$ cat config.mk
export PLATFORM = sky130hd
export DESIGN_NAME = thread_fetch_unit_flat
export DESIGN_NICKNAME = d
export VERILOG_FILES = /design/src/rtl/mips_core_pkg.sv /design/src/rtl/thread_fetch_unit_if.sv /design/src/rtl/thread_pc_slot.sv /design/src/rtl/thread_fetch_unit.sv /design/src/flat_wrapper.sv
export SDC_FILE = /design/constraint.sdc
export NUM_CORES = 1
export LEC_CHECK = 0
export ABC_AREA = 1
export CAP_MARGIN = 40
export CORE_MARGIN = 2
export CORE_UTILIZATION = 45
export CTS_CLUSTER_DIAMETER = 100
export DETAILED_ROUTE_END_ITERATION = 12
export DONT_BUFFER_PORTS = 1
export GPL_ROUTABILITY_DRIVEN = 0
export SLEW_MARGIN = 20
export SYNTH_ARGS = -nofsm -noshare
export SYNTH_HDL_FRONTEND = slang
export SYNTH_HIERARCHICAL = 1
export SYNTH_SLANG_ARGS = --single-unit
$ cat constraint.sdc
create_clock -name clk -period 2 [get_ports clk]
set_input_delay 0.3 -clock clk [delete_from_list [all_inputs] [get_ports clk]]
set_output_delay 0.3 -clock clk [all_outputs]
set_load 0.05 [all_outputs]
$ cat src/rtl/mips_core_pkg.sv
// Shared types for the two-thread MIPS core front end.
// Latency: n/a (types and constants only).
// Backpressure: n/a.
package mips_core_pkg;

  localparam int NUM_THREADS = 2;

  typedef logic ThreadId;

  // Per-thread fetch state; HALTED is terminal until reset.
  typedef enum logic [1:0] {
    RUN     = 2'd0,
    BLOCKED = 2'd1,
    HALTED  = 2'd2
  } ThreadState;

endpackage

$ cat src/rtl/thread_fetch_unit_if.sv
// Bundle between the fetch unit and its neighbours (decoder, EX, CP0, I-cache).
// Latency: n/a (wires only). Perf-counter outputs exist only with FETCH_PERF_COUNTERS_EN.
// Backpressure: i_stall freezes fetch; there is no per-signal handshake.
// Modports: master = core side driving i_*, slave = fetch unit driving o_*.
interface thread_fetch_unit_if #(
  parameter int ADDR_WIDTH = 16
);
  logic                  i_stall;
  logic                  i_block_valid;
  logic                  i_block_thread;
  logic                  i_resolve_valid;
  logic                  i_resolve_thread;
  logic                  i_resolve_taken;
  logic [ADDR_WIDTH-1:0] i_resolve_target;
  logic                  i_halt_valid;
  logic                  i_halt_thread;
  logic [ADDR_WIDTH-1:0] o_pc;
  logic                  o_thread_id;
  logic                  o_valid;
  logic                  o_all_halted;
`ifdef FETCH_PERF_COUNTERS_EN
  logic [31:0]           o_fetch_cnt_t0;
  logic [31:0]           o_fetch_cnt_t1;
  logic [31:0]           o_bubble_cnt;

  modport master (
    output i_stall, i_block_valid, i_block_thread, i_resolve_valid, i_resolve_thread,
           i_resolve_taken, i_resolve_target, i_halt_valid, i_halt_thread,
    input  o_pc, o_thread_id, o_valid, o_all_halted,
           o_fetch_cnt_t0, o_fetch_cnt_t1, o_bubble_cnt
  );
  modport slave (
    input  i_stall, i_block_valid, i_block_thread, i_resolve_valid, i_resolve_thread,
           i_resolve_taken, i_resolve_target, i_halt_valid, i_halt_thread,
    output o_pc, o_thread_id, o_valid, o_all_halted,
           o_fetch_cnt_t0, o_fetch_cnt_t1, o_bubble_cnt
  );
`else
  modport master (
    output i_stall, i_block_valid, i_block_thread, i_resolve_valid, i_resolve_thread,
           i_resolve_taken, i_resolve_target, i_halt_valid, i_halt_thread,
    input  o_pc, o_thread_id, o_valid, o_all_halted
  );
  modport slave (
    input  i_stall, i_block_valid, i_block_thread, i_resolve_valid, i_resolve_thread,
           i_resolve_taken, i_resolve_target, i_halt_valid, i_halt_thread,
    output o_pc, o_thread_id, o_valid, o_all_halted
  );
`endif
endinterface

$ cat src/rtl/thread_pc_slot.sv
// One hardware thread's PC and ThreadState with advance/redirect/block/halt priority.
// Latency: all updates land on the next clock edge.
// Backpressure: advance_i is already qualified by the caller with the global stall.
// Ports: clk/rst, advance_i, block_i, resolve_i/taken_i/target_i, halt_i -> pc_o, state_o.
module thread_pc_slot
  import mips_core_pkg::*;
#(
  parameter int                    ADDR_WIDTH = 16,
  parameter logic [ADDR_WIDTH-1:0] RESET_PC   = '0
) (
  input  logic                  clk,
  input  logic                  rst,
  input  logic                  advance_i,
  input  logic                  block_i,
  input  logic                  resolve_i,
  input  logic                  taken_i,
  input  logic [ADDR_WIDTH-1:0] target_i,
  input  logic                  halt_i,
  output logic [ADDR_WIDTH-1:0] pc_o,
  output ThreadState            state_o
);

  ThreadState            state_q, state_d;
  logic [ADDR_WIDTH-1:0] pc_q, pc_d;

  always_ff @(posedge clk) begin
    if (rst) begin
      state_q <= RUN;
      pc_q    <= RESET_PC;
    end else begin
      state_q <= state_d;
      pc_q    <= pc_d;
    end
  end

  // Later assignments win: redirect beats pc+4, block beats resolve, halt beats all.
  always_comb begin
    state_d = state_q;
    pc_d    = pc_q;
    if (advance_i) pc_d = pc_q + ADDR_WIDTH'(4);
    if (state_q != HALTED) begin
      if (resolve_i) begin
        if (taken_i) pc_d = target_i & ~ADDR_WIDTH'(3);
        if (state_q == BLOCKED) state_d = RUN;
      end
      if (block_i) state_d = BLOCKED;
      if (halt_i)  state_d = HALTED;
    end
  end

  assign pc_o    = pc_q;
  assign state_o = state_q;

endmodule

$ cat src/rtl/thread_fetch_unit.sv
// Two-thread PC generation and round-robin fetch arbitration feeding I-cache and decoder.
// Latency: one cycle from selection to o_pc/o_thread_id/o_valid (registered outputs).
// Backpressure: i_stall holds o_* and freezes PC advance; block/resolve/halt still apply.
// Ports: clk, rst (sync, active high), bus (thread_fetch_unit_if.slave).
// Optional: FETCH_PERF_COUNTERS_EN adds saturating fetch/bubble counters on the bus.
module thread_fetch_unit
  import mips_core_pkg::*;
#(
  parameter int                    ADDR_WIDTH  = 16,
  parameter logic [ADDR_WIDTH-1:0] RESET_PC_T0 = 16'h0000,
  parameter logic [ADDR_WIDTH-1:0] RESET_PC_T1 = 16'h0400
) (
  input  logic               clk,
  input  logic               rst,
  thread_fetch_unit_if.slave bus
);

  logic [ADDR_WIDTH-1:0] pc_w [NUM_THREADS];
  ThreadState            st_w [NUM_THREADS];
  logic [NUM_THREADS-1:0] runnable;
  logic                  any_run;
  logic                  fetch;
  ThreadId               sel;

  ThreadId               last_q, last_d;
  logic                  valid_q, valid_d;
  logic [ADDR_WIDTH-1:0] pc_out_q, pc_out_d;
  ThreadId               tid_q, tid_d;
  logic                  all_halted_q, all_halted_d;

  // Arbiter: alternate when both are runnable, otherwise take whichever one is.
  always_comb begin
    for (int t = 0; t < NUM_THREADS; t++) runnable[t] = (st_w[t] == RUN);
    any_run = |runnable;
    sel     = (&runnable) ? ~last_q : ThreadId'(runnable[1]);
    fetch   = any_run && !bus.i_stall;
  end

  for (genvar t = 0; t < NUM_THREADS; t++) begin : g_slot
    thread_pc_slot #(
      .ADDR_WIDTH (ADDR_WIDTH),
      .RESET_PC   ((t == 0) ? RESET_PC_T0 : RESET_PC_T1)
    ) u_slot (
      .clk       (clk),
      .rst       (rst),
      .advance_i (fetch && (sel == ThreadId'(t))),
      .block_i   (bus.i_block_valid && (bus.i_block_thread == ThreadId'(t))),
      .resolve_i (bus.i_resolve_valid && (bus.i_resolve_thread == ThreadId'(t))),
      .taken_i   (bus.i_resolve_taken),
      .target_i  (bus.i_resolve_target),
      .halt_i    (bus.i_halt_valid && (bus.i_halt_thread == ThreadId'(t))),
      .pc_o      (pc_w[t]),
      .state_o   (st_w[t])
    );
  end

  always_comb begin
    last_d       = last_q;
    valid_d      = valid_q;
    pc_out_d     = pc_out_q;
    tid_d        = tid_q;
    // Halt status tracks thread state even while fetch is stalled.
    all_halted_d = (st_w[0] == HALTED) && (st_w[1] == HALTED);
    if (!bus.i_stall) begin
      valid_d  = any_run;
      pc_out_d = pc_w[sel];
      tid_d    = sel;
      if (any_run) last_d = sel;
    end
  end

  always_ff @(posedge clk) begin
    if (rst) begin
      last_q       <= 1'b1;
      valid_q      <= 1'b0;
      pc_out_q     <= '0;
      tid_q        <= 1'b0;
      all_halted_q <= 1'b0;
    end else begin
      last_q       <= last_d;
      valid_q      <= valid_d;
      pc_out_q     <= pc_out_d;
      tid_q        <= tid_d;
      all_halted_q <= all_halted_d;
    end
  end

  assign bus.o_pc         = pc_out_q;
  assign bus.o_thread_id  = tid_q;
  assign bus.o_valid      = valid_q;
  assign bus.o_all_halted = all_halted_q;

`ifdef FETCH_PERF_COUNTERS_EN
  logic [31:0] fetch_cnt_t0_q, fetch_cnt_t1_q, bubble_cnt_q;

  always_ff @(posedge clk) begin
    if (rst) begin
      fetch_cnt_t0_q <= '0;
      fetch_cnt_t1_q <= '0;
      bubble_cnt_q   <= '0;
    end else if (!bus.i_stall) begin
      if (!any_run) begin
        if (bubble_cnt_q != '1) bubble_cnt_q <= bubble_cnt_q + 32'd1;
      end else if (sel == 1'b0) begin
        if (fetch_cnt_t0_q != '1) fetch_cnt_t0_q <= fetch_cnt_t0_q + 32'd1;
      end else begin
        if (fetch_cnt_t1_q != '1) fetch_cnt_t1_q <= fetch_cnt_t1_q + 32'd1;
      end
    end
  end

  assign bus.o_fetch_cnt_t0 = fetch_cnt_t0_q;
  assign bus.o_fetch_cnt_t1 = fetch_cnt_t1_q;
  assign bus.o_bubble_cnt   = bubble_cnt_q;
`endif

endmodule

$ cat src/flat_wrapper.sv
// flat-port wrapper written by rule: the top's interface ports become plain ports
module thread_fetch_unit_flat import mips_core_pkg::*;
#(
  parameter int                    ADDR_WIDTH  = 16,
  parameter logic [ADDR_WIDTH-1:0] RESET_PC_T0 = 16'h0000,
  parameter logic [ADDR_WIDTH-1:0] RESET_PC_T1 = 16'h0400
)
  (clk, rst, bus_i_stall, bus_i_block_valid, bus_i_block_thread, bus_i_resolve_valid, bus_i_resolve_thread, bus_i_resolve_taken, bus_i_resolve_target, bus_i_halt_valid, bus_i_halt_thread, bus_o_pc, bus_o_thread_id, bus_o_valid, bus_o_all_halted);
  thread_fetch_unit_if #(.ADDR_WIDTH(ADDR_WIDTH)) bus_i ();
  input  logic clk;
  input  logic rst;
  input wire logic [$bits(bus_i.i_stall)-1:0] bus_i_stall;
  input wire logic [$bits(bus_i.i_block_valid)-1:0] bus_i_block_valid;
  input wire logic [$bits(bus_i.i_block_thread)-1:0] bus_i_block_thread;
  input wire logic [$bits(bus_i.i_resolve_valid)-1:0] bus_i_resolve_valid;
  input wire logic [$bits(bus_i.i_resolve_thread)-1:0] bus_i_resolve_thread;
  input wire logic [$bits(bus_i.i_resolve_taken)-1:0] bus_i_resolve_taken;
  input wire logic [$bits(bus_i.i_resolve_target)-1:0] bus_i_resolve_target;
  input wire logic [$bits(bus_i.i_halt_valid)-1:0] bus_i_halt_valid;
  input wire logic [$bits(bus_i.i_halt_thread)-1:0] bus_i_halt_thread;
  output wire logic [$bits(bus_i.o_pc)-1:0] bus_o_pc;
  output wire logic [$bits(bus_i.o_thread_id)-1:0] bus_o_thread_id;
  output wire logic [$bits(bus_i.o_valid)-1:0] bus_o_valid;
  output wire logic [$bits(bus_i.o_all_halted)-1:0] bus_o_all_halted;
  assign bus_i.i_stall = bus_i_stall;
  assign bus_i.i_block_valid = bus_i_block_valid;
  assign bus_i.i_block_thread = bus_i_block_thread;
  assign bus_i.i_resolve_valid = bus_i_resolve_valid;
  assign bus_i.i_resolve_thread = bus_i_resolve_thread;
  assign bus_i.i_resolve_taken = bus_i_resolve_taken;
  assign bus_i.i_resolve_target = bus_i_resolve_target;
  assign bus_i.i_halt_valid = bus_i_halt_valid;
  assign bus_i.i_halt_thread = bus_i_halt_thread;
  assign bus_o_pc = bus_i.o_pc;
  assign bus_o_thread_id = bus_i.o_thread_id;
  assign bus_o_valid = bus_i.o_valid;
  assign bus_o_all_halted = bus_i.o_all_halted;
  thread_fetch_unit #(.ADDR_WIDTH(ADDR_WIDTH), .RESET_PC_T0(RESET_PC_T0), .RESET_PC_T1(RESET_PC_T1)) u_core (.clk(clk), .rst(rst), .bus(bus_i));
endmodule
==> impl_results.md <==
- CTS tree: done
- Worst setup margin: 0.213 ns
- Postcts setup bufs: 0
- Detailed Route Iter0 Violations: 180
- Critical path buffer and inverter count: 2
- Pin count of the biggest net entering global routing: 33
- Routing usage on met3: 4.76%
- Final Instance Area: 3320 um2
- Total track usage: 20.2%
- Power per unit of standard cell area: 690 nW/um2
- DIE AREA: 7810 um2
- Post-detailed-routing wire length: 7410 um
- Placement row count: 30
- Gate count after technology mapping: 484
- Number of different library cells in the post-synthesis netlist: 31
- Number of buffers created by CTS: 5
- Filler cell count in the final layout: 745
- IR drop worst, VDD: 0.311 mV
- Reported net switching power: 0.000776 W
- Top cell family by delay on the critical path: simple AND/OR/NAND/NOR gates
- Result of the run: completed
- Maximum number of buffers from clock root to sink: 2
- Transition time at the pin with the least slew margin: 0.592 ns
- IO buf count: 0
- Diode insertion count for antenna repair: 0
- Fraction of final layout cells sized beyond drive strength 1: 11.9%
- RSZ-0062 raised after global routing: no
- # resized after CTS: 0
- Wire per inst: 12.8 um
- Kind of capture point of the worst setup path: register
- Syn. warnings: 6
- Switching power as a share of total power: 33.9%
- Final sum of negative setup slack: 0 ns
- Data arrival time at the worst-slack endpoint: 1.99 ns
- Worst R2R Setup Slack: 0.21 ns
- Summed instance area of the synthesized netlist: 3200 um2
- Number of cells traversed by the worst hold path: 1
- DP Worst Slack: 0.227 ns
- Area growth from synthesis to layout: 3.75%
- Met2 track demand over resource in global routing: 31.3%
- Req. time, crit path: 2.20 ns
- Die boundary width: 88.4 um
- CTS Hold Bufs: 0
- Sink of the worst hold path: u_core/bus.o_valid
- DP Area: 3230 um2
- Fmax achieved: 560 MHz
- Slew HR: 60.4%
- I/O pins: 45
- Fin util: 48.6%
- Cell leakage power: 1.59 nW
- Core Region: 6830 um2
- Post-DRT Antenna Nets: 0
- Vias/cell: 4.90
- Crit-path max FO: 6
- Number of sinks driven by the clock tree: 52
- Setup-failing EPs final: 0
- Clock Root Buffer: clkbuf_8
- CP Cell Sequence: nor2_4 -> o21ai_0 -> nor2_1 -> buf_4 -> nand2_2 -> nor2_4 -> nand2_1 -> o21ai_1 -> nand2_1 -> o21bai_1 -> inv_1
- CP peak stage delay: 0.37 ns
- Initial core utilization: 46.9%
- Register share of total power: 55.3%
- Final hold violation count: 0
- Dpl hpwl: 5590 um
- Number of maximum-capacitance constraint violations: 0
- CP max-delay cell: dfxtp_1
- Worst Hold Class: input pin to register
- Nets: 509
- Capture point of the worst reg-to-reg path: u_core/g_slot[0].u_slot/pc_o[12]
- Total gr overflow: 0
- Fraction of power consumed by the clock network: 27.2%
- Number of antenna violations at the first check in global routing: 0
- Setup Crit Path Kind: register to register
- Type of element launching the critical path: register
- Final Skew: 0.0125 ns
- Dominant synthesized flop cell: dfxtp_1
- Synth async-reset ratio: 0%
- Count of final max-slew check failures: 0
- Average cell area after synthesis: 6.62 um2
- Final period util: 89.4%
- Worst hold start: rst
- Logic pwr share: 17.5%
- Global routing's busiest layer: met2
- Post-route DRC: 0
- Cell Int Power: 0.00152 W
- Wire length of the first global-routing pass: 12300 um
- Clock Latency Late Sink: 0.30 ns
- CTS H-Tree Depth: 2
- Clock Pin Slew Worst Setup and Hold Paths: 0.10 ns
- Die outline height: 88.4 um
- First-pass DRT Iterations: 4
- Hold Worst Slack: 0.0443 ns
- Via count of the first global-routing pass: 2571
- Cell count of the worst reg-to-reg path: 11
- Tmin final: 1.79 ns
- Worst flop-to-flop path startpoint: u_core/g_slot[1].u_slot/state_o[1]
- Register bit total from synthesis: 52
- Global routing usage on met1: 28.1%
- Part of the Yosys area used for sequential elements: 32.5%
- Total vias in the final route: 2830
- Number of flops mapped to enable cells by yosys: 0
## cell type report
type / count / area (um2) / area share (%)
Multi-Input combinational cell: 324 / 1670 / 50.3
Sequential cell: 52 / 1040 / 31.3
Inverter: 90 / 338 / 10.2
Tap cell: 96 / 120 / 3.62
Clock buffer: 6 / 82.6 / 2.49
Timing Repair Buffer: 8 / 60.1 / 1.81
Clock inverter: 1 / 8.76 / 0.264
## cells by family after synthesis
kind of cell    synth area share [%]
simple gates                    31.4
buf+inv                         15.5
compound gates                  17.1
flops                           32.5
xor+xnor                        2.46
fa+ha+maj                      0.781
other cells                    0.235
## layout by cell type (no fill, tap or decap), drive strengths merged
cell / synthesis / final
xnor2: 4 / 4
clkinv: 0 / 1
nor3: 2 / 2
nor4b: 1 / 1
o21ai: 52 / 52
ha: 2 / 2
nand3: 45 / 45
xor2: 5 / 5
or2: 4 / 4
a311oi: 2 / 2
dfxtp: 52 / 52
nand2: 96 / 96
clkbuf: 7 / 6
nand4: 7 / 7
o31ai: 1 / 1
nand3b: 2 / 2
a21oi: 27 / 27
inv: 90 / 90
buf: 13 / 8
conb: 2 / 4
o21bai: 9 / 9
nor2: 61 / 61
## cells in the mapped netlist, types with 3 or more instances
cell type	instances	area (um2)
buf_6	4	45.0
inv_1	89	334
nand3_1	39	195
nand4_1	7	43.8
a21oi_1	11	55.1
nor2_4	4	45.0
xnor2_1	4	35.0
buf_4	5	37.5
dfxtp_1	52	1040
clkbuf_8	3	41.3
o21ai_1	7	35.0
o21ai_0	45	225
nand2_2	5	31.3
nor2_2	6	37.5
a21oi_2	16	140
nor2_1	51	191
clkbuf_1	4	15.0
or2_2	4	25.0
xor2_1	5	43.8
buf_2	4	20.0
o21bai_1	9	67.6
nand3_2	6	60.1
nand2_1	91	342
## state kept, by name (all words and copies together), names as in the netlist
| name | cells |
|---|---|
| u_core/g_slot.u_slot/state_o | 4 |
| u_core/bus.o_valid | 1 |
| u_core/g_slot.u_slot/pc_o | 28 |
| u_core/bus.o_pc | 16 |
| u_core/bus.o_all_halted | 1 |
| u_core/bus.o_thread_id | 1 |
| u_core/last_q | 1 |
## how the worst max path moves through the flow
stage | from | depth (start not counted) | slack, ns | end
final | u_core/g_slot[1].u_slot/state_o[1] | 11 | 0.21 | u_core/g_slot[0].u_slot/pc_o[12]
after global routing | u_core/g_slot[1].u_slot/state_o[1] | 12 | 0.02 | u_core/g_slot[1].u_slot/pc_o[13]
after CTS | u_core/g_slot[1].u_slot/state_o[1] | 11 | 0.23 | u_core/g_slot[0].u_slot/pc_o[12]
after detailed placement | u_core/g_slot[1].u_slot/state_o[1] | 11 | 0.23 | u_core/g_slot[0].u_slot/pc_o[12]
after global placement | u_core/g_slot[1].u_slot/state_o[1] | 11 | 0.27 | u_core/g_slot[0].u_slot/pc_o[12]
after floorplan | u_core/g_slot[1].u_slot/state_o[1] | 10 | 0.30 | u_core/g_slot[0].u_slot/pc_o[12]
## metal layers
| layer | wire (um) | share of wire (%) |
|---|---|---|
| met4 | 62 | 0.84 |
| met1 | 3650 | 49 |
| met2 | 3340 | 45 |
| met3 | 366 | 4.9 |
| met5 | 0 | 0 |
## metrics by stage
stage	instances	total power [W]
after floorplan	486	0.00163
after global placement	570	0.00168
after detailed placement	570	0.00169
after CTS	577	0.00232
after global routing	577	0.00243
final	577	0.00229
## power by group through the flow
stage	clock [W]	sequential (W)	combinational, W
global placement	0	0.00129	0.000392
detailed placement	0	0.00129	0.000398
global route	0.000688	0.00128	0.000459
finish	0.000625	0.00127	0.000400
floorplan	0	0.00127	0.000361
CTS	0.000655	0.00127	0.000400
Power figures use the tool's default switching activity.
